**src/rtl/seg_scan_pkg.sv**
```systemverilog
// Shared segment codes, scan FSM states and default digit count for the 7-seg scan decoder.
// Segment codes are active-high {g,f,e,d,c,b,a}; invert the board's active-low lines before matching.
package seg_scan_pkg;

    localparam int DIGITS_DEF = 8;

    localparam logic [6:0] SEG_0     = 7'h3F;
    localparam logic [6:0] SEG_1     = 7'h06;
    localparam logic [6:0] SEG_2     = 7'h5B;
    localparam logic [6:0] SEG_3     = 7'h4F;
    localparam logic [6:0] SEG_4     = 7'h66;
    localparam logic [6:0] SEG_5     = 7'h6D;
    localparam logic [6:0] SEG_6     = 7'h7D;
    localparam logic [6:0] SEG_7     = 7'h07;
    localparam logic [6:0] SEG_8     = 7'h7F;
    localparam logic [6:0] SEG_9     = 7'h6F;
    localparam logic [6:0] SEG_A     = 7'h77;
    localparam logic [6:0] SEG_B     = 7'h7C;
    localparam logic [6:0] SEG_C     = 7'h39;
    localparam logic [6:0] SEG_D     = 7'h5E;
    localparam logic [6:0] SEG_E     = 7'h79;
    localparam logic [6:0] SEG_F     = 7'h71;
    localparam logic [6:0] SEG_BLANK = 7'h00;

    typedef enum logic [1:0] {
        IDLE,
        SETTLE,
        HOLD
    } scan_state_t;

endpackage

```
**src/rtl/seg_hex_decode.sv**
```systemverilog
// Maps an active-high 7-segment pattern to a hex nibble, flagging blank and unknown patterns.
// Latency: combinational.
// Backpressure: none.
module seg_hex_decode
    import seg_scan_pkg::*;
(
    input  logic [6:0] seg,
    output logic [3:0] nibble,
    output logic       blank,
    output logic       invalid
);

    always_comb begin
        nibble  = 4'h0;
        blank   = 1'b0;
        invalid = 1'b0;
        case (seg)
            SEG_0:     nibble = 4'h0;
            SEG_1:     nibble = 4'h1;
            SEG_2:     nibble = 4'h2;
            SEG_3:     nibble = 4'h3;
            SEG_4:     nibble = 4'h4;
            SEG_5:     nibble = 4'h5;
            SEG_6:     nibble = 4'h6;
            SEG_7:     nibble = 4'h7;
            SEG_8:     nibble = 4'h8;
            SEG_9:     nibble = 4'h9;
            SEG_A:     nibble = 4'hA;
            SEG_B:     nibble = 4'hB;
            SEG_C:     nibble = 4'hC;
            SEG_D:     nibble = 4'hD;
            SEG_E:     nibble = 4'hE;
            SEG_F:     nibble = 4'hF;
            SEG_BLANK: blank  = 1'b1;
            default:   invalid = 1'b1;
        endcase
    end

endmodule

```
**src/rtl/seg_scan_decoder.sv**
```systemverilog
// Rebuilds the value shown on a multiplexed active-low 7-seg scan; SEG_SCAN_CONFIRM_EN requires two equal frames before publishing.
// Latency: 2-cycle sync + SETTLE_CYCLES per digit; publish one cycle after the frame's last digit is captured.
// Backpressure: none; scan lines are sampled every cycle and outputs simply update.
module seg_scan_decoder
    import seg_scan_pkg::*;
#(
    parameter int DIGITS         = DIGITS_DEF,
    parameter int SETTLE_CYCLES  = 16,
    parameter int TIMEOUT_CYCLES = 2_000_000
) (
    input  logic                CLK,
    input  logic                RST_N,
    input  logic [7:0]          seg_data_i,
    input  logic [DIGITS-1:0]   seg_sel_i,
    output logic [4*DIGITS-1:0] value_o,
    output logic [DIGITS-1:0]   blank_o,
    output logic [DIGITS-1:0]   dp_o,
    output logic                frame_valid_o,
    output logic                frame_err_o,
    output logic                stale_o
);

    localparam int CW = $clog2(SETTLE_CYCLES + 1);
    localparam int TW = $clog2(TIMEOUT_CYCLES + 1);

    logic [DIGITS-1:0]   sel_s1, sel_s2, sel_prev;
    logic [7:0]          dat_s1, dat_s2, dat_prev;
    logic [DIGITS-1:0]   sel_low, cap_mask, seen;
    logic                sel_single, sel_multi, same;
    scan_state_t         state, state_nxt;
    logic [CW-1:0]       settle_cnt;
    logic                cnt_load, cnt_inc, capture;
    logic [3:0]          dec_nib;
    logic                dec_blank, dec_invalid;
    logic [4*DIGITS-1:0] sh_val;
    logic [DIGITS-1:0]   sh_blank, sh_dp;
    logic                err_pending;
    logic [TW-1:0]       to_cnt;
    logic                to_hit, frame_done, clr, publish;

    // Idle lines are high, so the synchroniser resets to the inter-digit gap.
    always_ff @(posedge CLK or negedge RST_N) begin
        if (!RST_N) begin
            sel_s1   <= '1;
            sel_s2   <= '1;
            sel_prev <= '1;
            dat_s1   <= '1;
            dat_s2   <= '1;
            dat_prev <= '1;
        end else begin
            sel_s1   <= seg_sel_i;
            sel_s2   <= sel_s1;
            sel_prev <= sel_s2;
            dat_s1   <= seg_data_i;
            dat_s2   <= dat_s1;
            dat_prev <= dat_s2;
        end
    end

    assign sel_low    = ~sel_s2;
    assign sel_single = $onehot(sel_low);
    assign sel_multi  = (sel_low != '0) && !sel_single;
    assign same       = (sel_s2 == sel_prev) && (dat_s2 == dat_prev);

    always_ff @(posedge CLK or negedge RST_N) begin
        if (!RST_N) state <= IDLE;
        else        state <= state_nxt;
    end

    always_comb begin
        state_nxt = state;
        cnt_load  = 1'b0;
        cnt_inc   = 1'b0;
        capture   = 1'b0;
        case (state)
            IDLE: begin
                if (sel_single) begin
                    cnt_load  = 1'b1;
                    state_nxt = SETTLE;
                end
            end
            SETTLE: begin
                if (!sel_single) begin
                    state_nxt = IDLE;
                end else if (!same) begin
                    cnt_load = 1'b1;
                end else if (settle_cnt >= CW'(SETTLE_CYCLES - 1)) begin
                    capture   = 1'b1;
                    state_nxt = HOLD;
                end else begin
                    cnt_inc = 1'b1;
                end
            end
            HOLD: begin
                if (!sel_single) begin
                    state_nxt = IDLE;
                end else if (sel_s2 != sel_prev) begin
                    cnt_load  = 1'b1;
                    state_nxt = SETTLE;
                end
            end
            default: state_nxt = IDLE;
        endcase
    end

    // The sample that starts a settle window counts as the first identical one.
    always_ff @(posedge CLK or negedge RST_N) begin
        if (!RST_N)        settle_cnt <= '0;
        else if (cnt_load) settle_cnt <= CW'(1);
        else if (cnt_inc)  settle_cnt <= settle_cnt + 1'b1;
    end

    seg_hex_decode u_hex (
        .seg     (~dat_s2[6:0]),
        .nibble  (dec_nib),
        .blank   (dec_blank),
        .invalid (dec_invalid)
    );

    assign cap_mask   = capture ? sel_low : '0;
    assign frame_done = &seen;
    assign to_hit     = !capture && (to_cnt == TW'(TIMEOUT_CYCLES - 1));
    assign clr        = frame_done | to_hit;

    always_ff @(posedge CLK or negedge RST_N) begin
        if (!RST_N) begin
            sh_val      <= '0;
            sh_blank    <= '0;
            sh_dp       <= '0;
            seen        <= '0;
            err_pending <= 1'b0;
            to_cnt      <= '0;
        end else begin
            for (int i = 0; i < DIGITS; i++) begin
                if (cap_mask[i]) begin
                    sh_val[4*i +: 4] <= dec_nib;
                    sh_blank[i]      <= dec_blank;
                    sh_dp[i]         <= ~dat_s2[7];
                end
            end
            seen        <= (clr ? '0 : seen) | cap_mask;
            err_pending <= (clr ? 1'b0 : err_pending) | sel_multi | (capture & dec_invalid);
            if (capture)
                to_cnt <= '0;
            else if (to_cnt != TW'(TIMEOUT_CYCLES))
                to_cnt <= to_cnt + 1'b1;
        end
    end

`ifdef SEG_SCAN_CONFIRM_EN
    logic [4*DIGITS-1:0] cand_val;
    logic [DIGITS-1:0]   cand_blank, cand_dp;
    logic                cand_err, cand_vld;

    assign publish = frame_done && cand_vld && (cand_val == sh_val) && (cand_blank == sh_blank)
                     && (cand_dp == sh_dp) && (cand_err == err_pending);

    always_ff @(posedge CLK or negedge RST_N) begin
        if (!RST_N) begin
            cand_val   <= '0;
            cand_blank <= '0;
            cand_dp    <= '0;
            cand_err   <= 1'b0;
            cand_vld   <= 1'b0;
        end else if (to_hit) begin
            cand_vld <= 1'b0;
        end else if (frame_done) begin
            cand_val   <= sh_val;
            cand_blank <= sh_blank;
            cand_dp    <= sh_dp;
            cand_err   <= err_pending;
            cand_vld   <= 1'b1;
        end
    end
`else
    assign publish = frame_done;
`endif

    always_ff @(posedge CLK or negedge RST_N) begin
        if (!RST_N) begin
            value_o       <= '0;
            blank_o       <= '0;
            dp_o          <= '0;
            frame_valid_o <= 1'b0;
            frame_err_o   <= 1'b0;
            stale_o       <= 1'b0;
        end else begin
            frame_valid_o <= publish;
            if (publish) begin
                value_o     <= sh_val;
                blank_o     <= sh_blank;
                dp_o        <= sh_dp;
                frame_err_o <= err_pending;
                stale_o     <= 1'b0;
            end else if (to_hit) begin
                stale_o <= 1'b1;
            end
        end
    end

endmodule

```
**config.mk**
```make
export PLATFORM = sky130hd
export DESIGN_NAME = seg_scan_decoder
export DESIGN_NICKNAME = d
export VERILOG_FILES = /design/src/rtl/seg_scan_pkg.sv /design/src/rtl/seg_hex_decode.sv /design/src/rtl/seg_scan_decoder.sv
export SDC_FILE = /design/constraint.sdc
export NUM_CORES = 1
export LEC_CHECK = 0
export CAP_MARGIN = 20
export CELL_PAD_IN_SITES_DETAIL_PLACEMENT = 1
export CELL_PAD_IN_SITES_GLOBAL_PLACEMENT = 1
export CORE_MARGIN = 5
export CORE_UTILIZATION = 42
export CTS_CLUSTER_SIZE = 10
export DETAILED_ROUTE_END_ITERATION = 16
export HOLD_SLACK_MARGIN = 0.12
export MAX_ROUTING_LAYER = met4
export PLACE_DENSITY = 0.87
export SYNTH_ARGS = -nofsm -noshare
export SYNTH_HDL_FRONTEND = slang
export SYNTH_HIERARCHICAL = 1
export SYNTH_SLANG_ARGS = --single-unit
export TNS_END_PERCENT = 10
```
**constraint.sdc**
```tcl
create_clock -name CLK -period 3.95 [get_ports CLK]
set_clock_uncertainty 0.05 [all_clocks]
set_input_delay 0.9875 -clock CLK [delete_from_list [all_inputs] [get_ports CLK]]
set_output_delay 0.9875 -clock CLK [all_outputs]
set_load 0.05 [all_outputs]
```
## Word level (Yosys, flattened, before mapping)

Index checks and enable logic that the tools add are counted.
Widths: inputs -> output; s select.

| word-level totals | value |
|---|---|
| bits in registers | 184 |
| input bits | 18 |
| output and inout bits | 51 |
| logic and storage cells | 134 |

| cells by class | value |
|---|---|
| add/subtract/negate cells | 9 |
| magnitude comparators | 1 |
| equality and inequality tests | 28 |
| multiplexer cells | 33 |
| bitwise logic cells | 8 |
| reductions and logical operators | 14 |

Operators by type and width:

| cell | number |
|---|---|
| $eq 7x7->1 const B | 12 |
| $pmux 4 s15 | 1 |
| $mux 21 | 2 |
| $add 21x1->21 const B | 1 |
| $eq 21x21->1 const B | 1 |
| $ne 21x21->1 const B | 1 |
| $mux 1 | 18 |
| $reduce_or 17->1 | 1 |
| $eq 8x8->1 | 2 |
| $mux 8 | 2 |
| $eq 7x3->1 const B | 2 |
| $eq 7x6->1 const B | 2 |
| $mux 2 | 6 |
| $mux 5 | 2 |
| $ne 3x3->1 const B | 3 |
| $add 1x1->2 | 4 |
| $ne 8x8->1 | 1 |
| $not 8->8 | 1 |
| $or 8x8->8 | 1 |
| $reduce_and 8->1 | 1 |
| $reduce_bool 8->1 | 1 |
| $logic_not 7->1 | 1 |
| $not 7->7 | 1 |
| $add 2x2->3 | 2 |
| 17 further kinds | 24 |

## Longest topological paths before layout

| depth | value |
|---|---|
| depth after elaboration | 13 |
| mapped depth | 14 |
| mapped depth without buffers | 12 |

## Cells and area by module

The synthesis kept the hierarchy.

By module, submodules not included:

| module | instances | cells an instance | area each (µm²) | seq. area each (µm²) |
|---|---|---|---|---|
| seg_scan_decoder | 1 | 632 | 7,387.1 | 4,664.5 |
| seg_hex_decode | 1 | 55 | 377.9 | 0.0 |

## Worst setup path after synthesis

OpenSTA, ideal clock, no wires.

| timing | value |
|---|---|
| path kind | register to register |
| start point | register sel_s2[1] |
| end point | register settle_cnt[0] |
| library setup time | 0.146 ns |
| arrival time | 4.119 ns |
| slack | -0.366 ns |
| cell stages (with the launch flop) | 13 |
| path buffers | 0 |
| clock period less this slack | 4.316 ns |
| cells stage by stage | dfstp_2 > fa_1 > inv_1 > fa_1 > fa_1 > ha_1 > inv_1 > fa_1 > nor3b_1 > a31oi_1 > or3_1 > o21ai_0 > or4b_2 |

| on the way | value |
|---|---|
| word-level cells in the longest chain between the ends | 8 |
| elaborated cells on any way between the ends | 19 |
| classes of those cells | add/sub: 3; eq/ne: 3; mux: 10; bitwise: 1; reduce/logical: 2 |

Ends and longest elaborated chain:

| item | line | text |
|---|---|---|
| start, declared | seg_scan_decoder.sv:26 | `logic [DIGITS-1:0] sel_s1, sel_s2, sel_prev;` |
| start signal, assigned | seg_scan_decoder.sv:52 | `sel_s2 <= sel_s1;` |
| $not 8->8 | seg_scan_decoder.sv:60 | `assign sel_low = ~sel_s2;` |
| $add 1x1->2 (not written as such) | seg_scan_decoder.sv:61 | `assign sel_single = $onehot(sel_low);` |
| $add 2x2->3 (not written as such) | seg_scan_decoder.sv:61 |  |
| $add 3x3->4 (not written as such) | seg_scan_decoder.sv:61 |  |
| $eq 4x1->1 | seg_scan_decoder.sv:61 |  |
| $mux 1 (on tied branches) | seg_scan_decoder.sv:95, seg_scan_decoder.sv:77, seg_scan_decoder.sv:83 |  |
| $pmux 1 s3 or $mux 1 (tied branches) | seg_scan_decoder.sv:75 | `case (state)` |
| $mux 5 or $reduce_bool 2->1 (tied branches) | n/a |  |
| end signal, assigned | seg_scan_decoder.sv:110 | `else if (cnt_inc) settle_cnt <= settle_cnt + 1'b1;` |
| end, declared | seg_scan_decoder.sv:31 | `logic [CW-1:0] settle_cnt;` |

Several ways; a longest one is shown, not always the timed one.
A chain may end at the register's enable or synchronous reset.

## Final worst setup path

Same ends and word-level chain as after synthesis.

==> run_results.csv <==
group,metric,value,unit
pwr,p_leak,4.47,nW
grt,antenna_found_initial,0,
routing,post_drt_via_cell_ratio,5.28,
pwr,p_switching,0.982,mW
cells_and_area,multi_input_area,2880,µm²
cts,clk_latency,0.43,ns
placement,dp_hpwl,12.5,mm
outcome,violations,"negative setup slack",
min_path,min_path_type,"reg2reg",
sta,fmax,0.238,GHz
logic_synthesis,ys_top_cells_by_area,"dfrtp_1, dfstp_2, nand2_1",
sta,setup_viol,86,
grt,met3_usage,0.0349,
flow_run,maxCapViolCount,0,
logic_synthesis,yosys_warnings,6,
pwr,intPower,3.02,mW
logic_synthesis,synth_nets,721,
logic_synthesis,synthTopCellsByCount,"nand2_1, dfrtp_1, dfstp_2, mux2_2, inv_1",
sta,rsz0062_at_grt,"true",
cells_and_area,layout.area.seq,4660,µm²
cts,cts.htree.levels,4,
cts,cts_buffer_depth,2,
routing,drt_iter0_drc,330,
sta,period_share,1.06,
cts,cts_buffers,17,
logic_synthesis,synth_top_area_share,0.438,
min_path,hold_path.startpoint,"dat_s1[7]",
logic_synthesis,synth.cell_area,7760,µm²
routing,ant_nets,0,
cells_and_area,diodes,0,
grt,grt_max_degree,79,
floorplan,die_w,146,µm
placement,place_congestion,0.833,
cts,cts.clk_slew.worst_paths,0.07,ns
routing,route.detailed.drc,0,
cts,ctsHoldBuffers,0,
grt,grt_pass1_wl,31.1,mm
logic_synthesis,yosysMostFrequentCell,"nand2_1",
outcome,outcome,"finished, violations left",
pwr,clkPwrFrac,0.426,
routing,wirelength,18.4,mm
cts,cts_tree,"done",
floorplan,dieArea,21300,µm²
setup_path,crit_path_max_fanout,4,
setup_path,end_kind,"register",
logic_synthesis,synth-edff-count,0,
pwr,power_frac_seq,0.489,
logic_synthesis,synth_cell_types,65,
setup_path,timing.rr.start,"sel_s2[1]",
logic_synthesis,ys_seq_area_frac,0.601,
logic_synthesis,synth-main-ff-cell,"dfrtp_1",
grt,grt_pass1_vias,5926,
floorplan,core-area,18100,µm²
sta,maxSlewHeadroom,0.437,
routing,dr.pass1.iters,4,
cts,clock-sinks,184,
grt,gr-usage-met2,0.304,
cells_and_area,fillCellCount,1907,
logic_synthesis,async_reset_ff_frac,1.00,
placement,pre_cts_ws,-0.324,ns
routing,avgRoutedWirePerCell,18.0,µm
cells_and_area,finish.utilization,0.530,
pwr,ir_worst_vdd,333,µV
placement,place.port_buffers,68,
grt,gr-max-usage-layer,"met2",
floorplan,ios,69,
sta,hold_viol,0,
sta,worstMarginPinSlew,0.837,ns
pwr,combPwrFrac,0.085,
grt,grt_overflow,0,
sta,slew_violations,0,
setup_path,crit_type,"reg2reg",
grt,grt_use_met1,0.234,
logic_synthesis,synth_cells,687,
pwr,power.share.switching,0.245,
routing,vias,5407,
grt,grt_usage,0.186,
cells_and_area,drive_above_1_share,0.221,
sta,period_minus_slack,4.20,ns
sta,setup_slack,-0.252,ns
setup_path,cp.required,4.20,ns
logic_synthesis,ys_seq_elements,184,
floorplan,fp-row-count,49,
floorplan,initial_utilization,0.429,
logic_synthesis,yosysTopAreaCell,"dfrtp_1",
floorplan,die_h,146,µm
setup_path,crit_path_start_kind,"register",
cells_and_area,area_growth,23.4,%
cts,clockRootBuffer,"clkbuf_16",
pwr,cellPowerDensity,418,nW/µm²
cells_and_area,reg_top3,"sh_val: 32 flops, value_o: 32 flops, to_cnt: 21 flops",
cells_and_area,final_nets,817,
setup_path,arrival,4.45,ns
logic_synthesis,synth_area_per_cell,11.3,µm²
setup_path,critical_path.startpoint,"sel_s2[1]",
-- per-layer routing --
metal / vias up / share of wire
met4: 0 / 0.017
met2: 110 / 0.51
met5: - / 0
met1: 2758 / 0.44
li1: 2511 / -
met3: 28 / 0.034
-- layout by cell type, fill, tap and decap left out, types with 3 or more instances in the layout --
cell               n
a211oi_1           3
a21oi_1            7
and3_1             7
and4_1             5
buf_4             21
buf_6             13
clkbuf_16         17
clkdlybuf4s50_1   67
clkinvlp_4         4
dfrtp_1          136
dfstp_2           48
fa_1               3
ha_1              11
inv_1             37
inv_6              5
mux2_2            39
mux2i_1           10
nand2_1          154
nand3_1           15
nand4_1           16
nand4b_1           4
nor2_1            32
nor2b_1            4
nor3_1            12
nor3b_1            4
nor4_1             5
o211ai_1           3
o21ai_0           10
o22ai_1            9
or3_1              3
xnor2_1           24
xor2_1            12
-- kinds of logic after synthesis --
kind of cell | synth area share
adders and majority gates | 0.0296
xor gates and xnor gates | 0.0406
AOI/OAI and AO/OA | 0.0512
muxes | 0.0709
and+or+nand+nor | 0.172
DFF | 0.601
buffers and inverters | 0.0350
-- timing repair --
| action | 4_1_cts | 5_1_grt |
|---|---|---|
| resized for setup | 14 | 1 |
| buffers inserted | 3 | 1 |
| pin swaps | 16 | 4 |
| setup endpoints to repair | 85 | 86 |
-- through the flow --
step	cell area, µm²	std cells	TNS (ns)	hold WS, ns	power [mW]
after CTS	9570	1023	-11.41	0.309	4.05
after floorplan	7810	687	-7.17	0.295	2.16
after global routing	9580	1024	-23.38	0.310	4.17
after global placement	8900	989	-3.46	0.296	2.28
final	9580	1024	-12.10	0.308	4.00
after detailed placement	8900	989	-14.01	0.297	2.31
-- worst paths after layout --
| path | slack [ns] | depth (start not counted) | to |
|---|---|---|---|
| max | -0.25 | 12 | settle_cnt[0] |
| min | 0.31 | 0 | dat_s2[7] |
| max reg2reg | -0.25 | 12 | settle_cnt[0] |
| min reg2reg | 0.31 | 0 | dat_s2[7] |
| max in group asynchronous | 2.55 | 2 | sh_blank[2] |
| min in group asynchronous | 0.49 | 1 | seen[5] |
-- power by group through the flow --
stage          Sequential [mW]  Combinational, mW  Clock (mW)
6_report                  1.96              0.341        1.70
5_1_grt                   1.96              0.379        1.84
4_1_cts                   1.96              0.336        1.76
3_5_place_dp              1.99              0.320           0
3_3_place_gp              1.99              0.297           0
2_1_floorplan             1.98              0.174           0
-- layout make-up --
type / count / area share
Clock buffer: 17 / 0.0444
Clock inverter: 14 / 0.0172
Inverter: 39 / 0.0153
Multi-Input combinational cell: 438 / 0.300
Sequential cell: 184 / 0.487
Tap cell: 229 / 0.0299
Timing Repair Buffer: 103 / 0.106
-- critical path, cell delays in order (launching register included) --
cell	delay, ns
dfstp_2	0.54
fa_1	0.41
inv_1	0.07
fa_1	0.44
fa_1	0.53
ha_2	0.19
inv_2	0.04
fa_2	0.52
and4b_2	0.27
a31oi_4	0.05
or3_4	0.39
o21ai_2	0.11
or4b_4	0.46
No activity file was read; power rests on OpenSTA's default activity.
